### config.mk
export PLATFORM = sky130hd
export DESIGN_NAME = axi_adapter_arbiter
export DESIGN_NICKNAME = d
export VERILOG_FILES = /design/src/rtl/axi_adapter_arbiter.sv
export SDC_FILE = /design/constraint.sdc
export NUM_CORES = 1
export LEC_CHECK = 0
export ABC_CLOCK_PERIOD_IN_PS = 3200
export CORE_AREA = 2 2 769 771
export CTS_CLUSTER_DIAMETER = 60
export DETAILED_ROUTE_END_ITERATION = 12
export DIE_AREA = 0 0 771 773
export DONT_BUFFER_PORTS = 1
export PLACE_DENSITY = 0.3
export SYNTH_ARGS = -nofsm -noshare
export SYNTH_HDL_FRONTEND = slang
export SYNTH_SLANG_ARGS = --single-unit
### constraint.sdc
create_clock -name clk_i -period 3.2 [get_ports clk_i]
set_clock_uncertainty 0.15 [all_clocks]
set_input_delay 0.32 -clock clk_i [delete_from_list [all_inputs] [get_ports clk_i]]
set_output_delay 0.32 -clock clk_i [all_outputs]
set_load 0.02 [all_outputs]
### src/rtl/axi_adapter_arbiter.sv
// axi_adapter_arbiter
// Shares one single-outstanding AXI adapter between NUM_REQ requesters.
// Arbitration is round-robin. The winner keeps the adapter from selection
// until its response returns. Each transaction carries the owner index as its
// ID, and the returned ID is checked against the current owner.
// A request type is one bit: 0 = single request, 1 = cache-line request.

module axi_adapter_arbiter #(
    parameter int NUM_REQ      = 3,
    parameter int DATA_WIDTH   = 256,
    parameter int AXI_ID_WIDTH = 10
) (
    input  logic                                  clk_i,
    input  logic                                  rst_i,
    input  logic [NUM_REQ-1:0]                    req_i,
    input  logic [NUM_REQ-1:0]                    type_i,
    input  logic [NUM_REQ-1:0][63:0]              addr_i,
    input  logic [NUM_REQ-1:0]                    we_i,
    input  logic [NUM_REQ-1:0][DATA_WIDTH-1:0]    wdata_i,
    input  logic [NUM_REQ-1:0][DATA_WIDTH/8-1:0]  be_i,
    input  logic [NUM_REQ-1:0][1:0]               size_i,
    output logic [NUM_REQ-1:0]                    gnt_o,
    output logic [NUM_REQ-1:0]                    valid_o,
    output logic [DATA_WIDTH-1:0]                 rdata_o,
    output logic                                  ad_req_o,
    output logic                                  ad_type_o,
    output logic [63:0]                           ad_addr_o,
    output logic                                  ad_we_o,
    output logic [DATA_WIDTH-1:0]                 ad_wdata_o,
    output logic [DATA_WIDTH/8-1:0]               ad_be_o,
    output logic [1:0]                            ad_size_o,
    output logic [AXI_ID_WIDTH-1:0]               ad_id_o,
    input  logic                                  ad_gnt_i,
    input  logic                                  ad_valid_i,
    input  logic [DATA_WIDTH-1:0]                 ad_rdata_i,
    input  logic [AXI_ID_WIDTH-1:0]               ad_id_i,
    output logic                                  err_o,
    output logic                                  busy_o
);

    localparam int IDX_W = (NUM_REQ > 1) ? $clog2(NUM_REQ) : 1;

    localparam logic [1:0] IDLE     = 2'd0;
    localparam logic [1:0] REQ      = 2'd1;
    localparam logic [1:0] WAIT_RSP = 2'd2;

    logic [1:0]         state_q;
    logic [IDX_W-1:0]   sel_q;
    logic [IDX_W-1:0]   rr_q;
    logic               err_q;

    logic [1:0]         next_state_s;
    logic [IDX_W-1:0]   next_sel_s;
    logic [IDX_W-1:0]   next_rr_s;
    logic               next_err_s;
    logic [IDX_W-1:0]   pick_s;
    logic [IDX_W-1:0]   rr_after_s;
    logic [NUM_REQ-1:0] sel_onehot_s;
    logic               grant_s;
    logic               accept_s;

    // A response ID matches only if it equals the zero-extended owner index.
    function automatic logic id_mismatch(input logic [AXI_ID_WIDTH-1:0] id,
                                         input logic [IDX_W-1:0]        owner);
        return (id != AXI_ID_WIDTH'(owner));
    endfunction

    // Round-robin pick: the lowest offset from rr_q whose request is set wins.
    // The loop runs from the highest offset down, so the last match is the lowest offset.
    always_comb begin
        int               cand;
        logic [IDX_W-1:0] cand_idx;
        pick_s   = rr_q;
        cand     = 0;
        cand_idx = '0;
        for (int i = NUM_REQ - 1; i >= 0; i--) begin
            cand     = (int'(rr_q) + i) % NUM_REQ;
            cand_idx = IDX_W'(cand);
            if (req_i[cand_idx]) begin
                pick_s = cand_idx;
            end else begin
                pick_s = pick_s;
            end
        end
    end

    // Owner decode, next round-robin pointer and handshake qualifiers.
    // Handshakes are suppressed while reset is asserted.
    always_comb begin
        sel_onehot_s = {{(NUM_REQ-1){1'b0}}, 1'b1} << sel_q;
        rr_after_s   = IDX_W'((int'(sel_q) + 1) % NUM_REQ);
        grant_s      = !rst_i && (state_q == REQ) && ad_gnt_i;
        accept_s     = !rst_i && (((state_q == REQ) && ad_gnt_i && ad_valid_i) ||
                                  ((state_q == WAIT_RSP) && ad_valid_i));
    end

    // Next-state logic for the arbitration FSM, pointer and sticky error.
    always_comb begin
        next_state_s = state_q;
        next_sel_s   = sel_q;
        next_rr_s    = rr_q;
        next_err_s   = err_q;
        case (state_q)
            IDLE: begin
                if (|req_i) begin
                    next_sel_s   = pick_s;
                    next_state_s = REQ;
                end else begin
                    next_state_s = IDLE;
                end
            end
            REQ: begin
                if (accept_s) begin
                    next_state_s = IDLE;
                end else if (grant_s) begin
                    next_state_s = WAIT_RSP;
                end else begin
                    next_state_s = REQ;
                end
            end
            WAIT_RSP: begin
                if (accept_s) begin
                    next_state_s = IDLE;
                end else begin
                    next_state_s = WAIT_RSP;
                end
            end
            default: begin
                next_state_s = IDLE;
            end
        endcase
        if (accept_s) begin
            next_rr_s  = rr_after_s;
            next_err_s = err_q | id_mismatch(ad_id_i, sel_q);
        end else begin
            next_rr_s  = next_rr_s;
            next_err_s = next_err_s;
        end
    end

    // State registers with synchronous reset.
    always_ff @(posedge clk_i) begin
        if (rst_i) begin
            state_q <= IDLE;
            sel_q   <= '0;
            rr_q    <= '0;
            err_q   <= 1'b0;
        end else begin
            state_q <= next_state_s;
            sel_q   <= next_sel_s;
            rr_q    <= next_rr_s;
            err_q   <= next_err_s;
        end
    end

    // Adapter request channel: driven from the owner only while in REQ, otherwise zero.
    always_comb begin
        ad_req_o   = 1'b0;
        ad_type_o  = 1'b0;
        ad_addr_o  = 64'd0;
        ad_we_o    = 1'b0;
        ad_wdata_o = '0;
        ad_be_o    = '0;
        ad_size_o  = 2'd0;
        ad_id_o    = '0;
        if (!rst_i && (state_q == REQ)) begin
            ad_req_o   = 1'b1;
            ad_type_o  = type_i[sel_q];
            ad_addr_o  = addr_i[sel_q];
            ad_we_o    = we_i[sel_q];
            ad_wdata_o = wdata_i[sel_q];
            ad_be_o    = be_i[sel_q];
            ad_size_o  = size_i[sel_q];
            ad_id_o    = AXI_ID_WIDTH'(sel_q);
        end else begin
            ad_req_o   = 1'b0;
        end
    end

    // Requester-side pulses and status. Response data passes straight through.
    always_comb begin
        gnt_o   = grant_s  ? sel_onehot_s : {NUM_REQ{1'b0}};
        valid_o = accept_s ? sel_onehot_s : {NUM_REQ{1'b0}};
        rdata_o = ad_rdata_i;
        err_o   = err_q && !rst_i;
        busy_o  = (state_q != IDLE) && !rst_i;
    end

endmodule
==> out/metrics.csv <==
stage,metric,value,unit
clocking,clock latency on the worst-skew pair,0.23,ns
floorplanning,Ports,1972,
synth,synth unique cells,41,
route,drt total wl,335,mm
run,max cap viols,0,
clocking,CTS root buf,clkbuf_16,
finish,Layout Nets,3404,
power_and_ir_drop,Psw,3.61,mW
timing,setup-violating endpoint count in the final report,0,
critical_path,critical path arrival,2.73,ns
timing,Final Cycle Share,100,%
grt,Total GRT Usage,10.6,%
timing,f_max,313,MHz
power_and_ir_drop,combinational share of power,94.3,%
synth,Yosys warning total,0,
synth,ranking of synthesized cells by area,"mux2i_1 31%, nor2_1 23%, buf_4 19%",
floorplanning,Row Count,282,
power_and_ir_drop,peak supply drop,0.125,mV
route,via count,17643,
grt,initial antenna violation count,271,
synth,Mapped Area,11800,µm²
timing,Hold WS,0.0102,ns
route,DR iter-0 viols,1472,
timing,setup TNS,0,ns
route,DR pass1 iterations,6,
route,wire per inst,33.5,µm
finish,FF/Latch Area,148,µm²
floorplanning,initial core utilization,2.00,%
grt,largest net degree at the start of global routing,86,
finish,filler instances,70039,
power_and_ir_drop,internal power,2.07,mW
placement,routability congestion estimate,1.09,
power_and_ir_drop,power per cell area,219,nW/µm²
clocking,CTS max path bufs,2,
finish,area of the multi-input gates,9290,µm²
critical_path,CP Capture Type,primary output,
timing,Final Hold Violating Endpoints,0,
clocking,Max H-tree Level,1,
placement,# port buffers,0,
floorplanning,die area,596000,µm²
power_and_ir_drop,part of the power in the clock network,3.9,%
clocking,CTS Sinks,7,
floorplanning,die width,771,µm
synth,top cell type by total area after synthesis,mux2i_1,
critical_path,critical path class,flip-flop to primary output,
critical_path,required time worst endpoint,2.73,ns
clocking,TritonCTS clock tree,yes,
critical_path,CP Max Fanout,77,
clocking,hold buffers post-CTS,0,
finish,"Core Util, Final",4.41,%
grt,GR Overflow Total,0,
synth,Cells after Synth,1931,
outcome,outcome,"finished, final reports clean",
floorplanning,Die H,773,µm
critical_path,startpoint type of the worst setup path,flip-flop,
placement,hpwl dp,313,mm
clocking,CTS Buf Count,3,
finish,synth-to-layout area growth,120,%
power_and_ir_drop,"Power, Total",5.68,mW
synth,Synth Area per Inst,6.10,µm²
finish,layout cells sized above 1,35.7,%
power_and_ir_drop,Lkg Pwr,6.62,nW
floorplanning,Core Area,588000,µm²
power_and_ir_drop,Net Sw Frac,63.5,%
synth,Synth Register Bits,7,
timing,Tmin final,3.20,ns
clocking,Clock transition at path regs,0.04,ns
timing,slew margin rel.,26.9,%
grt,first-pass GRT wire length,367,mm
timing,Slew @ Worst Pin,1.10,ns
grt,vias in the first global route,16374,
route,DRC Markers,0,
power_and_ir_drop,Reg power frac,1.8,%
synth,top-area cell type share of the netlist area,30.5,%
route,vias per cell,1.77,
timing,max-slew violations,0,
route,Final ANT Viol Nets,0,
synth,post-synthesis sequential area ratio,1.19,%
timing,RSZ-0062 raised after global routing,no,
min_path,worst hold path type,primary input to flip-flop,
==> cell families (layout without fill, tap and decap cells) <==
group           count (synthesis)  in the layout  share of synthesized area [%]
compound gates                373            373                           16.1
xor+xnor                        2              2                          0.149
fa+ha+maj                       7              7                          0.744
buf+inv                       433            550                           26.6
flops                           7              7                           1.19
mux                           360            360                           30.6
other cells                     1            124                         0.0319
simple gates                  748            748                           24.5
==> placed cells by master, fill, tap and decap left out, types with 6 or more instances in the layout <==
master   instances
mux2i_1        355
a21oi_2         45
nor2_2          96
ha_1             7
buf_12         144
a21oi_1        309
nor2_4          37
conb_1           8
diode_2        116
nor2_1         589
buf_4          369
inv_1            6
buf_16          18
==> timing repair <==
action	in CTS	in global routing
pin swaps	3	2
gates resized for setup	50	8
setup endpoints to repair	72	19
cloned	2	2
setup buffers	4	8
==> cells in the mapped netlist <==
| cell | number |
|---|---|
| buf_6 | 22 |
| inv_1 | 6 |
| nand2_1 | 2 |
| conb_1 | 1 |
| nor3_1 | 1 |
| dfxtp_1 | 7 |
| o211ai_1 | 1 |
| buf_1 | 12 |
| mux2_2 | 1 |
| a31oi_1 | 1 |
| a41oi_1 | 1 |
| o31ai_1 | 1 |
| a211oi_1 | 2 |
| or3b_1 | 1 |
| clkbuf_1 | 28 |
| nand4_1 | 1 |
| a21oi_1 | 357 |
| nor4_1 | 2 |
| mux2i_1 | 359 |
| and3_1 | 3 |
| nor2_4 | 1 |
| inv_2 | 1 |
| clkbuf_8 | 15 |
| a21o_1 | 3 |
| buf_2 | 48 |
| and3b_1 | 1 |
| and2b_1 | 1 |
| buf_4 | 301 |
| nor2_1 | 721 |
| a221oi_1 | 1 |
| ha_1 | 7 |
| or3b_2 | 1 |
| or3_1 | 1 |
| nand2b_1 | 1 |
| nor3b_1 | 1 |
| xnor2_1 | 2 |
| and2_1 | 3 |
| nor2b_1 | 4 |
| a211o_1 | 2 |
| nand3b_1 | 3 |
| o21ai_0 | 4 |
==> critical path: stages, from the launching register on <==
cell	delay [ns]
dfxtp_4	0.38
buf_16	0.17
nor2_4	0.21
buf_16	0.29
a21oi_2	0.32
nor2_2	0.41
buf_12	0.17
==> stage by stage <==
step / cells / setup slack, ns / area (µm²)
finish: 9981 / 0.000421 / 25900
global route: 9920 / 0.0113 / 25800
CTS: 9855 / -0.144 / 25400
detailed placement: 9845 / -0.286 / 25100
global placement: 9830 / -1.43 / 24600
floorplan: 1938 / 1.29 / 11800
==> cell type report <==
| type | instances | area share [%] |
|---|---|---|
| well taps | 7810 | 37.7 |
| multi-input cells | 1498 | 35.8 |
| repair buffers | 539 | 24.4 |
| diodes | 116 | 1.12 |
| flip-flops and latches | 7 | 0.570 |
| clock buffers | 4 | 0.304 |
| inverters | 7 | 0.101 |
==> power by group through the flow <==
stage	registers, mW	clock network [mW]	logic (mW)
detailed placement	0.114	0	5.40
CTS	0.105	0.223	5.51
global placement	0.114	0	5.27
global route	0.106	0.232	5.76
finish	0.105	0.219	5.36
floorplan	0.0982	0	2.48
==> layer usage <==
| layer | global-route usage, % | part of all wire [%] | routed length, µm | up-vias |
|---|---|---|---|---|
| li1 | - | - | - | 6532 |
| met1 | 10.8 | 35 | 119000 | 7918 |
| met2 | 15.2 | 39 | 131000 | 2304 |
| met3 | 9.91 | 20 | 68000 | 721 |
| met4 | 3.30 | 4.5 | 15100 | 168 |
| met5 | 0.539 | 0.44 | 1470 | - |
==> flip-flops by register name, indices dropped and copies added, names as in the netlist <==
name	count
rr_q	2
sel_q	2
state_q	2
err_q	1
==> path summary, 6_finish.rpt <==
check / from / endpoint / slack (ns) / cells past startpoint
max reg2reg: sel_q[0]$_SDFFE_PP0P_ / err_q$_SDFFE_PP0P_ / 0.54 / 8
min reg2reg: rr_q[1]$_SDFFE_PP0P_ / rr_q[1]$_SDFFE_PP0P_ / 0.45 / 2
min: rst_i / state_q[0]$_SDFF_PP0_ / 0.01 / 1
max: sel_q[0]$_SDFFE_PP0P_ / ad_wdata_o[231] / 0.0004 / 6
No activity file was read; power rests on OpenSTA's default activity.
